[src/rtl/motor_command_arbiter.sv]
// -----------------------------------------------------------------------------
// motor_command_arbiter
//
// Sits between the line-sensor direction decoder and the two H-bridge drivers.
// Picks either the autonomous line-follow command or a manual override, turns
// the selected command into per-wheel duty targets, sequences timed 90-degree
// pivot turns with a dead-time window on either side of the wheel reversal,
// and produces per-wheel PWM and direction outputs.
//
// Ports:
//   clk        system clock
//   rst_n      asynchronous active-low reset
//   line_dir   line-follow command {dir[1:0], intensity[1:0]}
//              dir: 00 proceed, 01 left, 10 right, 11 stop
//              intensity: 00 full, 01 veer, 10 hard, 11 90-degree
//   line_valid line_dir qualifier (strobe or level)
//   man_req    manual override request (level)
//   man_dir    manual command, same encoding as line_dir
//   man_grant  manual source currently owns the motors (registered)
//   pwm_l/r    per-wheel PWM (registered)
//   fwd_l/r    per-wheel direction, 1 = forward (registered)
//   busy       high while in a dead-time or turn state (registered)
//
// Optional feature (compile-time macro MOTOR_WATCHDOG_EN):
//   when defined, a line command that is not refreshed by line_valid within
//   WATCHDOG_CYCLES is replaced by stop while the manual source is not granted.
//   When undefined, the last valid line command persists indefinitely.
// -----------------------------------------------------------------------------
module motor_command_arbiter #(
  parameter int unsigned PWM_PERIOD      = 1000,
  parameter int unsigned DUTY_FULL       = 1000,
  parameter int unsigned DUTY_VEER       = 600,
  parameter int unsigned DUTY_HARD       = 300,
  parameter int unsigned TURN_CYCLES     = 25_000_000,
  parameter int unsigned DEAD_CYCLES     = 50_000,
  parameter int unsigned WATCHDOG_CYCLES = 12_500_000
) (
  input  logic       clk,
  input  logic       rst_n,
  input  logic [3:0] line_dir,
  input  logic       line_valid,
  input  logic       man_req,
  input  logic [3:0] man_dir,
  output logic       man_grant,
  output logic       pwm_l,
  output logic       pwm_r,
  output logic       fwd_l,
  output logic       fwd_r,
  output logic       busy
);

  // PWM counter and duty registers share one width so they compare directly.
  localparam int unsigned PwmMax = (PWM_PERIOD > DUTY_FULL) ? PWM_PERIOD : DUTY_FULL;
  localparam int unsigned PwmW   = $clog2(PwmMax + 1);
  localparam int unsigned TmrMax = (TURN_CYCLES > DEAD_CYCLES) ? TURN_CYCLES : DEAD_CYCLES;
  localparam int unsigned TmrW   = $clog2(TmrMax + 1);

  localparam logic [PwmW-1:0] CntLast  = PwmW'(PWM_PERIOD - 1);
  localparam logic [PwmW-1:0] DutyFull = PwmW'(DUTY_FULL);
  localparam logic [PwmW-1:0] DutyVeer = PwmW'(DUTY_VEER);
  localparam logic [PwmW-1:0] DutyHard = PwmW'(DUTY_HARD);
  localparam logic [TmrW-1:0] DeadLast = TmrW'(DEAD_CYCLES - 1);
  localparam logic [TmrW-1:0] TurnLast = TmrW'(TURN_CYCLES - 1);

  localparam logic [3:0] CmdStop = 4'b1111;

  typedef enum logic [2:0] {
    StIdle,
    StDrive,
    StDeadIn,
    StTurn,
    StDeadOut
  } state_e;

  state_e          state_q, state_d;
  logic [TmrW-1:0] tmr_q, tmr_d;
  logic            turn_left_q, turn_left_d;
  logic [3:0]      line_cmd_q, line_cmd_d;
  logic            man_grant_q, man_grant_d;
  logic [PwmW-1:0] cnt_q, cnt_d;
  logic [PwmW-1:0] tgt_l_q, tgt_l_d, tgt_r_q, tgt_r_d;
  logic [PwmW-1:0] duty_l_q, duty_l_d, duty_r_q, duty_r_d;
  logic            pwm_l_q, pwm_l_d, pwm_r_q, pwm_r_d;
  logic            fwd_l_q, fwd_l_d, fwd_r_q, fwd_r_d;
  logic            busy_q, busy_d;

  logic [3:0]      line_eff;
  logic [3:0]      sel_cmd;
  logic            sel_turn;
  logic            sel_stop;
  logic            wd_fire;
  logic            pivot;

  // ---------------------------------------------------------------------------
  // Line command watchdog
  // ---------------------------------------------------------------------------
`ifdef MOTOR_WATCHDOG_EN
  localparam int unsigned     WdW     = $clog2(WATCHDOG_CYCLES + 1);
  localparam logic [WdW-1:0]  WdLimit = WdW'(WATCHDOG_CYCLES);

  logic [WdW-1:0] wd_q, wd_d;

  // Saturates at the limit so the forced stop holds until the next line_valid.
  always_comb begin
    wd_d = wd_q;
    if (line_valid) begin
      wd_d = '0;
    end else if (wd_q != WdLimit) begin
      wd_d = wd_q + 1'b1;
    end
  end

  assign wd_fire = (wd_q == WdLimit) && !man_grant_q;

  always_ff @(posedge clk or negedge rst_n) begin
    if (!rst_n) begin
      wd_q <= '0;
    end else begin
      wd_q <= wd_d;
    end
  end
`else
  logic unused_wd_cycles;
  assign unused_wd_cycles = ^WATCHDOG_CYCLES;
  assign wd_fire          = 1'b0;
`endif

  // ---------------------------------------------------------------------------
  // Command selection
  // ---------------------------------------------------------------------------
  // A fresh line_valid is used in the same cycle so the target duty follows a
  // command change one cycle later; otherwise the latched command applies.
  always_comb begin
    line_eff = line_cmd_q;
    if (line_valid) begin
      line_eff = line_dir;
    end else if (wd_fire) begin
      line_eff = CmdStop;
    end
  end

  assign line_cmd_d = line_eff;
  assign sel_cmd    = man_req ? man_dir : line_eff;
  assign sel_turn   = ((sel_cmd[3:2] == 2'b01) || (sel_cmd[3:2] == 2'b10)) &&
                      (sel_cmd[1:0] == 2'b11);
  assign sel_stop   = (sel_cmd[3:2] == 2'b11);

  // Target duties from the selected command. A 90-degree command maps to the
  // pivot duties, which only matter once the turn sequence owns the wheels.
  always_comb begin
    tgt_l_d = DutyFull;
    tgt_r_d = DutyFull;
    unique case (sel_cmd[3:2])
      2'b00: begin
        tgt_l_d = DutyFull;
        tgt_r_d = DutyFull;
      end
      2'b01: begin
        if (sel_cmd[1:0] == 2'b10) begin
          tgt_l_d = DutyHard;
        end else if (sel_cmd[1:0] != 2'b11) begin
          tgt_l_d = DutyVeer;
        end
      end
      2'b10: begin
        if (sel_cmd[1:0] == 2'b10) begin
          tgt_r_d = DutyHard;
        end else if (sel_cmd[1:0] != 2'b11) begin
          tgt_r_d = DutyVeer;
        end
      end
      default: begin
        tgt_l_d = '0;
        tgt_r_d = '0;
      end
    endcase
  end

  // ---------------------------------------------------------------------------
  // Turn sequencer
  // ---------------------------------------------------------------------------
  always_comb begin
    state_d     = state_q;
    tmr_d       = tmr_q;
    turn_left_d = turn_left_q;
    man_grant_d = man_grant_q;
    unique case (state_q)
      StIdle, StDrive: begin
        // Arbitration is only live here; the grant is frozen during a turn.
        man_grant_d = man_req;
        if (sel_turn) begin
          state_d     = StDeadIn;
          tmr_d       = '0;
          turn_left_d = (sel_cmd[3:2] == 2'b01);
        end else if (sel_stop) begin
          state_d = StIdle;
        end else begin
          state_d = StDrive;
        end
      end
      StDeadIn: begin
        if (tmr_q == DeadLast) begin
          state_d = StTurn;
          tmr_d   = '0;
        end else begin
          tmr_d = tmr_q + 1'b1;
        end
      end
      StTurn: begin
        if (tmr_q == TurnLast) begin
          state_d = StDeadOut;
          tmr_d   = '0;
        end else begin
          tmr_d = tmr_q + 1'b1;
        end
      end
      StDeadOut: begin
        if (tmr_q == DeadLast) begin
          state_d = StDrive;
          tmr_d   = '0;
        end else begin
          tmr_d = tmr_q + 1'b1;
        end
      end
      default: begin
        state_d = StIdle;
        tmr_d   = '0;
      end
    endcase
  end

  // ---------------------------------------------------------------------------
  // Registered outputs, computed from next-state values so they line up with
  // the state they describe rather than lagging it by a cycle.
  // ---------------------------------------------------------------------------
  assign busy_d = (state_d == StDeadIn) || (state_d == StTurn) || (state_d == StDeadOut);

  // Reversed direction is presented on the last dead-in cycle and through TURN.
  assign pivot   = (state_d == StTurn) || ((state_d == StDeadIn) && (tmr_d == DeadLast));
  assign fwd_l_d = !(pivot && turn_left_d);
  assign fwd_r_d = !(pivot && !turn_left_d);

  assign cnt_d = (cnt_q == CntLast) ? '0 : cnt_q + 1'b1;

  // Applied duty changes only at the period wrap, except that dead-time forces
  // zero at once and the pivot duty is applied for the whole timed TURN window.
  always_comb begin
    duty_l_d = duty_l_q;
    duty_r_d = duty_r_q;
    if ((state_d == StDeadIn) || (state_d == StDeadOut)) begin
      duty_l_d = '0;
      duty_r_d = '0;
    end else if (state_d == StTurn) begin
      duty_l_d = DutyFull;
      duty_r_d = DutyFull;
    end else if (cnt_q == CntLast) begin
      duty_l_d = tgt_l_q;
      duty_r_d = tgt_r_q;
    end
  end

  assign pwm_l_d = (cnt_d < duty_l_d);
  assign pwm_r_d = (cnt_d < duty_r_d);

  always_ff @(posedge clk or negedge rst_n) begin
    if (!rst_n) begin
      state_q     <= StIdle;
      tmr_q       <= '0;
      turn_left_q <= 1'b0;
      line_cmd_q  <= CmdStop;
      man_grant_q <= 1'b0;
      cnt_q       <= '0;
      tgt_l_q     <= '0;
      tgt_r_q     <= '0;
      duty_l_q    <= '0;
      duty_r_q    <= '0;
      pwm_l_q     <= 1'b0;
      pwm_r_q     <= 1'b0;
      fwd_l_q     <= 1'b1;
      fwd_r_q     <= 1'b1;
      busy_q      <= 1'b0;
    end else begin
      state_q     <= state_d;
      tmr_q       <= tmr_d;
      turn_left_q <= turn_left_d;
      line_cmd_q  <= line_cmd_d;
      man_grant_q <= man_grant_d;
      cnt_q       <= cnt_d;
      tgt_l_q     <= tgt_l_d;
      tgt_r_q     <= tgt_r_d;
      duty_l_q    <= duty_l_d;
      duty_r_q    <= duty_r_d;
      pwm_l_q     <= pwm_l_d;
      pwm_r_q     <= pwm_r_d;
      fwd_l_q     <= fwd_l_d;
      fwd_r_q     <= fwd_r_d;
      busy_q      <= busy_d;
    end
  end

  assign man_grant = man_grant_q;
  assign pwm_l     = pwm_l_q;
  assign pwm_r     = pwm_r_q;
  assign fwd_l     = fwd_l_q;
  assign fwd_r     = fwd_r_q;
  assign busy      = busy_q;

endmodule

[config.mk]
export PLATFORM = sky130hd
export DESIGN_NAME = motor_command_arbiter
export DESIGN_NICKNAME = d
export VERILOG_FILES = /design/src/rtl/motor_command_arbiter.sv
export SDC_FILE = /design/constraint.sdc
export NUM_CORES = 1
export LEC_CHECK = 0
export CORE_MARGIN = 5
export CORE_UTILIZATION = 60
export CTS_BUF_LIST = sky130_fd_sc_hd__clkbuf_8
export CTS_CLUSTER_SIZE = 20
export DETAILED_ROUTE_END_ITERATION = 10
export PLACE_DENSITY = 0.76
export SKIP_LAST_GASP = 1
export SYNTH_ARGS = -nofsm -noshare
export SYNTH_HDL_FRONTEND = slang
export SYNTH_SLANG_ARGS = --single-unit
[constraint.sdc]
create_clock -name clk -period 6.8 [get_ports clk]
set_input_delay 1.36 -clock clk [delete_from_list [all_inputs] [get_ports clk]]
set_output_delay 1.36 -clock clk [all_outputs]
set_load 0.005 [all_outputs]
==> impl_metrics.ini <==
[sta]
tightest_slew_ns = 0.976
slew_headroom = 0.350
fmax_mhz = 177
timing.final.crit_share = 0.830
fin_setup_tns_ns = 0
timing.final.crit_period_ns = 5.64
skew_ns = 0.0114
rsz0062_at_grt = false
hold_viol_final = 0
finalSetupViolations = 0
drv_slew = 0

[layout]
syn_to_final_growth_pct = 9.39
fin_nets = 568
instances_no_fill = 638
antenna_cells = 0
drive_gt1_frac = 0.119

[synthesis]
synth_top_area_share = 0.393
synth_ff_type = dfrtp_1
yosys_register_bits = 80
synth_cells = 522
yosys_warnings = 0
synth_area_leaders = dfrtp_1 (39%), ha_1 (6.6%), nand2_1 (5.6%), a21oi_1 (3.7%), o21ai_0 (3.6%)
async_reset_ff_frac = 1.00
synth_cell_type_count = 63
syn_area_per_cell_um2 = 9.03
synth_edf_count = 0
yosysMostFrequentCell = dfrtp_1
syn_area_um2 = 4710
synth.net_count = 559
yosysTopAreaCell = dfrtp_1
ys_seq_area_frac = 0.426
synth_commonest_cells = dfrtp_1 (74), nand2_1 (70), nor2_1 (37)

[worst_setup_path]
cp_max_fo = 18
critPathTopFamily = compound AO/OA/AOI/OAI gates
startpoint = line_valid
path_cells = clkdlybuf4s50_1, mux2_2, mux2i_1, ha_1, inv_1, o31a_1, a21oi_1, inv_1, nor2_1, or2_2, ha_1, a21oi_1, nor2b_1, o21ai_0, nand2b_1, a21oi_1, nor2b_1, o211ai_1, and3_1
endpoint_kind = register
critPathMaxStageDelay_ns = 0.58
endpoint = pwm_r
critPathBufInv = 3
reg2regPathDepth = 18
critical_path_class = input port to register
cp_data_arrival_time_ns = 5.94
cp.depth = 19
slowest_stage = clkdlybuf4s50_1
reg2reg_slack_ns = 2.49
r2r_start = line_cmd_q[2]
crit_top_cell = a21oi_1
critPathRequiredTime_ns = 7.10
start_kind = input port
r2r_end = pwm_r

[power]
p_sw_frac = 0.355
clockPowerShare = 0.270
cellPowerDensity_nw_per_um2 = 294
p_switching_uw = 537
p_leak_uw = 0.00233
p_comb_frac = 0.335
design_power_total_uw = 1510
power_frac_seq = 0.394
p_int_uw = 977
vdd_drop_max_uv = 157

[drt]
drtIter0Drc = 295
first_pass_iters = 5
wl_um = 11000
wire_per_inst_um = 17.3
vias = 3936
via_per_inst = 6.17
drtAntennaViolNets = 0
route.detailed.drc = 0

[global_route]
grtUsageTotal = 0.238
grt_pass1_wl_um = 18600
antenna_found_initial = 0
overflow = 0
grt_max_degree = 81
grt_pass1_vias = 3646

[cts]
cts-resized-gates = 0
cts.sinks = 80
h-tree-depth = 3
ctsHoldBuffers = 0
clkSlewWorstSetupHoldPaths_ns = 0.09
cts_buffers = 9
cts.path.max_buffers = 2
postCtsSetupRepairBufs = 0
clk_latency_ns = 0.36
cts_tree = done
root_buffer = clkbuf_8

[floorplanning]
die_area_um2 = 9730
die_h_um = 98.6
core_um2 = 7690
rows = 32
pin_count = 18
initial_core_util = 0.613
die_x_um = 98.6

[placement]
numPortBuffers = 17
gp_congestion = 0.928
hpwl_um = 7890
post-place-cells = 622

[flow_run]
drv_cap = 0

[outcome]
outcome = completed

[worst_hold_path]
hold_class = register to register
-- flip-flops by register name, indices dropped and copies added (netlist names) --
| name | count |
|---|---|
| man_grant | 1 |
| fwd_r | 1 |
| busy | 1 |
| pwm_r | 1 |
| turn_left_q | 1 |
| fwd_l | 1 |
| duty_l_q | 10 |
| duty_r_q | 10 |
| line_cmd_q | 4 |
| cnt_q | 10 |
| tmr_q | 25 |
| state_q | 3 |
| tgt_l_q | 6 |
| tgt_r_q | 5 |
| pwm_l | 1 |
-- logic make-up (layout without fill, tap and decap cells) --
kind of cell,Yosys count,after routing,synth area share
and+or+nand+nor,220,220,0.244
muxes,17,17,0.0377
DFF,80,80,0.426
buffers and inverters,53,67,0.0472
AOI/OAI and AO/OA,117,117,0.160
xor gates and xnor gates,10,10,0.0186
adders and majority gates,25,25,0.0663
-- through the flow --
stage / area (um2) / worst slack (ns) / utilization / hold slack, ns
floorplan: 4710 / 2.29 / - / 0.432
global placement: 4930 / 1.13 / 0.641 / 0.450
detailed placement: 4930 / 0.814 / 0.641 / 0.460
CTS: 5160 / 1.19 / 0.671 / 0.483
global route: 5160 / 0.740 / 0.671 / 0.505
finish: 5160 / 1.16 / 0.671 / 0.478
-- worst reg2reg max path: cells and delay by family (launching register included) --
kind	cells	cell delay (ns)
multiplexers	2	0.27
AND/OR/NAND/NOR	6	1.11
adder cells (fa/ha/maj)	2	0.56
AO/OA/AOI/OAI	6	1.65
flip-flops	1	0.52
buffers and inverters	2	0.15
-- metal layers --
| metal | GRT usage | vias to the layer above | wire, um |
|---|---|---|---|
| li1 | - | 1878 | - |
| met1 | 0.376 | 1889 | 5450 |
| met2 | 0.319 | 149 | 4540 |
| met3 | 0.0559 | 20 | 811 |
| met4 | 0.0746 | 0 | 198 |
| met5 | 0 | - | 0 |
-- power groups by stage --
stage | Combinational, uW | Clock (uW) | Sequential [uW]
final | 508 | 409 | 597
after CTS | 506 | 415 | 595
after floorplan | 377 | 0 | 589
after global routing | 577 | 440 | 605
after global placement | 492 | 0 | 601
after detailed placement | 503 | 0 | 602
-- worst min path at each step --
stage / startpoint / endpoint / slack (ns) / depth (start not counted)
after floorplan: duty_l_q[1] / duty_l_q[1] / 0.43 / 2
after global placement: duty_r_q[1] / duty_r_q[1] / 0.45 / 2
after detailed placement: duty_r_q[1] / duty_r_q[1] / 0.46 / 2
after CTS: duty_r_q[1] / duty_r_q[1] / 0.48 / 2
after global routing: duty_r_q[0] / duty_r_q[0] / 0.50 / 1
final: duty_r_q[1] / duty_r_q[1] / 0.48 / 2
-- placed cells by master (no fill, tap or decap), types with 11 or more instances in the layout --
cell type,count
ha_1,25
clkdlybuf4s50_1,16
mux2i_1,11
nor2_1,37
and3_1,14
o21ai_0,34
inv_1,32
dfrtp_1,74
nand4_1,12
nand2_1,70
nand3_1,18
a21oi_1,35
or2_2,16
-- final cells by class --
type	count	area, um2
clock buffer	9	124
clock inverter	7	106
fill	626	2530
inverter	32	120
multi-input combinational	389	2490
sequential	80	2010
tap	102	128
timing repair buffer	19	183
Power figures use the tool's default switching activity.
==> RTL change 1 (same settings) <==
Set the parameter `TURN_CYCLES` to 6_250_000 (it was 25_000_000).
--- a/src/rtl/motor_command_arbiter.sv
+++ b/src/rtl/motor_command_arbiter.sv
@@ -31,7 +31,7 @@
   parameter int unsigned DUTY_FULL       = 1000,
   parameter int unsigned DUTY_VEER       = 600,
   parameter int unsigned DUTY_HARD       = 300,
-  parameter int unsigned TURN_CYCLES     = 25_000_000,
+  parameter int unsigned TURN_CYCLES     = 6_250_000,
   parameter int unsigned DEAD_CYCLES     = 50_000,
   parameter int unsigned WATCHDOG_CYCLES = 12_500_000
 ) (
Behaviour: no difference found for any inputs over 10 cycles, from zero or initial values and one cycle with rst_n low; that may be too few to reach the edited logic, so the function may still have changed.
==> RTL change 1 against the original RTL <==
Register-to-register slack got worse by 0.36 ns; wire length fell by 3.8%; critical path depth did not move; count of clock-buffer cells in the layout did not move; hold slack got worse by 0.0075 ns; area after synthesis fell by 2.7%; clock power fell by 13%; sequential cell count fell by 2; power fell by 5.1%; combinational power fell by 12%; cell area fell by 3.3%; worst setup slack got worse by 0.030 ns.
==> RTL change 1: results <==
group,metric,value,unit
place,dp_hpwl,7650,microns
clock_network,insertion_delay,0.34,ns
grt,use_met3,0.0445,
grt,grt_max_degree,79,
worst_setup_path,timing.rr.end,"pwm_l",
place,pre_cts_ws,0.824,ns
detailed_routing,wl_met2,4820,microns
power,pwr-share-clk,0.248,
worst_setup_path,rr_startpoint,"tmr_q[0]",
detailed_routing,route.detailed.wl_per_inst,17.2,microns
power,swShare,0.351,
place,dpl_cell_area,4780,sq um
power,p_leak,2.28,nW
power,p_seq_frac,0.442,
logic_synthesis,synthCells,510,
logic_synthesis,synth_xor_area_frac,0.0210,
worst_setup_path,cp_max_fo,12,
detailed_routing,vias,3842,
worst_setup_path,worst_path_largest_cell_delay,0.84,ns
finish,final_core_util,0.680,
logic_synthesis,synthAdderAreaFrac,0.0682,
timing,worst_slew_pin_slew,0.975,ns
finish,nFillCells,588,
logic_synthesis,synth_common_cells,"dfrtp_1 (72), nand2_1 (70), nor2_1 (35)",
logic_synthesis,synth_compound_area_frac,0.172,
worst_setup_path,cp.arrival,5.95,ns
finish,drive_gt1_frac,0.0907,
finish,largest_reg_flops,23,
grt,grt_pass1_vias,3719,
detailed_routing,drt-initial-drc-count,383,
finish,instances_no_fill,617,
timing,holdWs,0.470,ns
worst_setup_path,reg2reg_slack,2.13,ns
grt,grt_pass1_wl,18200,microns
finish,nNetsFinal,550,
logic_synthesis,synth_area_leaders,"dfrtp_1 (39%), ha_1 (6.8%), nand2_1 (5.7%)",
grt,grtUsageMet1,0.335,
timing,finClkSkew,0.00846,ns
worst_setup_path,crit_slowest_cell,"a21boi_1",
run_status,status,"complete, no violations",
power,power_density,288,nW/um^2
==> RTL change 1: how the worst max path moves through the flow <==
stage	start	end	slack [ns]	depth (start not counted)
detailed placement	line_valid	pwm_l	0.82	19
floorplan	man_req	pwm_l	1.83	20
global route	line_valid	pwm_l	0.78	19
finish	line_valid	pwm_l	1.13	19
global placement	line_valid	pwm_l	1.0	19
CTS	line_valid	pwm_r	1.17	19
==> RTL change 1: layout make-up <==
cell class	count	area share
Multi-Input combinational cell	376	0.482
Sequential cell	78	0.393
Timing Repair Buffer	20	0.0381
Clock buffer	9	0.0248
Tap cell	99	0.0248
Inverter	28	0.0211
Clock inverter	7	0.0163
==> RTL change 1: tightest hold or removal path, stage by stage, from the launching register on <==
cell and delay (ns):
dfrtp_1 0.33, nand2_1 0.06, inv_1 0.05
==> RTL change 2 (same settings) <==
Without the edit above. One comparison of `cnt_q` changes from == to >=.
--- a/src/rtl/motor_command_arbiter.sv
+++ b/src/rtl/motor_command_arbiter.sv
@@ -253,7 +253,7 @@
     end else if (state_d == StTurn) begin
       duty_l_d = DutyFull;
       duty_r_d = DutyFull;
-    end else if (cnt_q == CntLast) begin
+    end else if (cnt_q >= CntLast) begin
       duty_l_d = tgt_l_q;
       duty_r_d = tgt_r_q;
     end
Function: same outputs for any inputs over 10 cycles, from zero or initial values and one cycle with rst_n low; that may be too few to reach the edited logic, so the function may still have changed.
==> RTL change 2 against the original RTL <==
Worst setup slack improved by 0.24 ns; area after synthesis increased by 0.13%; sequential share of layout area is 0.057 points lower; cell area increased by 0.15%; wire length shrank 0.55%; sequential cell count stayed put; power shrank 0.74%; fmax up 4.4%; largest power group unchanged; first-iteration DRC count up 7.1%.
==> RTL change 2: results <==
group,metric,value,unit
run_status,status,"complete, no violations",
finish,drive_gt1_frac,0.111,
power,p_int,0.962,mW
timing,finClkSkew,0.0101,ns
detailed_routing,vias,3952,
power,pwr-share-clk,0.254,
finish,multi_input_area,2520,sq um
detailed_routing,m1WireLength,5330,microns
power,pg_seq,0.592,mW
place,dp_hpwl,7700,microns
logic_synthesis,seq_area_frac_synth,0.426,
timing,max_slew_margin,0.271,
grt,track_usage,0.234,
worst_setup_path,cp.arrival,5.70,ns
place,dpl_cell_area,4940,sq um
finish,n_all_inverters,19,
place,gp_congestion,0.905,
logic_synthesis,synth_xor_area_frac,0.0297,
power,p_leak,2.23,nW
grt,grt_use_met2,0.334,
power,p_total,1.50,mW
detailed_routing,route.detailed.wl_per_inst,17.6,microns
logic_synthesis,synth_compound_area_frac,0.186,
finish,multi_input_area_share,0.488,
timing,fmax,0.185,GHz
grt,grt_pass1_vias,3737,
power,ir_drop,0.185,mV
detailed_routing,drt-initial-drc-count,316,
finish,nFillCells,642,
logic_synthesis,synth_area_leaders,"dfrtp_1 (39%), ha_1 (6.6%), nand2_1 (5.2%)",
finish,num-multi-input-gates,383,
detailed_routing,wl_met3,795,microns
detailed_routing,vias_per_cell,6.34,
finish,sh_seq_area,0.389,
finish,buffers,23,
logic_synthesis,synthAdderAreaFrac,0.0663,
worst_setup_path,reg2reg_slack,2.51,ns
==> RTL change 2: cell count changes in the layout (fill, tap and decap cells not counted), sizes merged, moves of 7 or more <==
cell / unedited run / this run
a21oi: 35 / 21
inv: 37 / 24
a31o: 1 / 10
a31oi: 7 / 16
or2: 16 / 7
nor4: 2 / 10
and3: 16 / 9
xnor2: 5 / 12
==> RTL change 2: worst max-delay path: cells and delay by family <==
kind	cells	cell delay, ns
buffers and inverters	1	0.57
multiplexers	2	0.63
AO/OA/AOI/OAI	11	2.46
adder cells (fa/ha/maj)	2	0.63
AND/OR/NAND/NOR	1	0.06
==> RTL change 2: worst min path at each step <==
stage                            from          end  depth (start not counted)
final                     duty_r_q[1]  duty_r_q[1]                          2
after global routing      duty_l_q[0]  duty_l_q[0]                          1
after CTS                 duty_r_q[1]  duty_r_q[1]                          2
after detailed placement  duty_r_q[0]  duty_r_q[0]                          1
after global placement    duty_l_q[1]  duty_l_q[1]                          2
after floorplan           duty_l_q[1]  duty_l_q[1]                          2
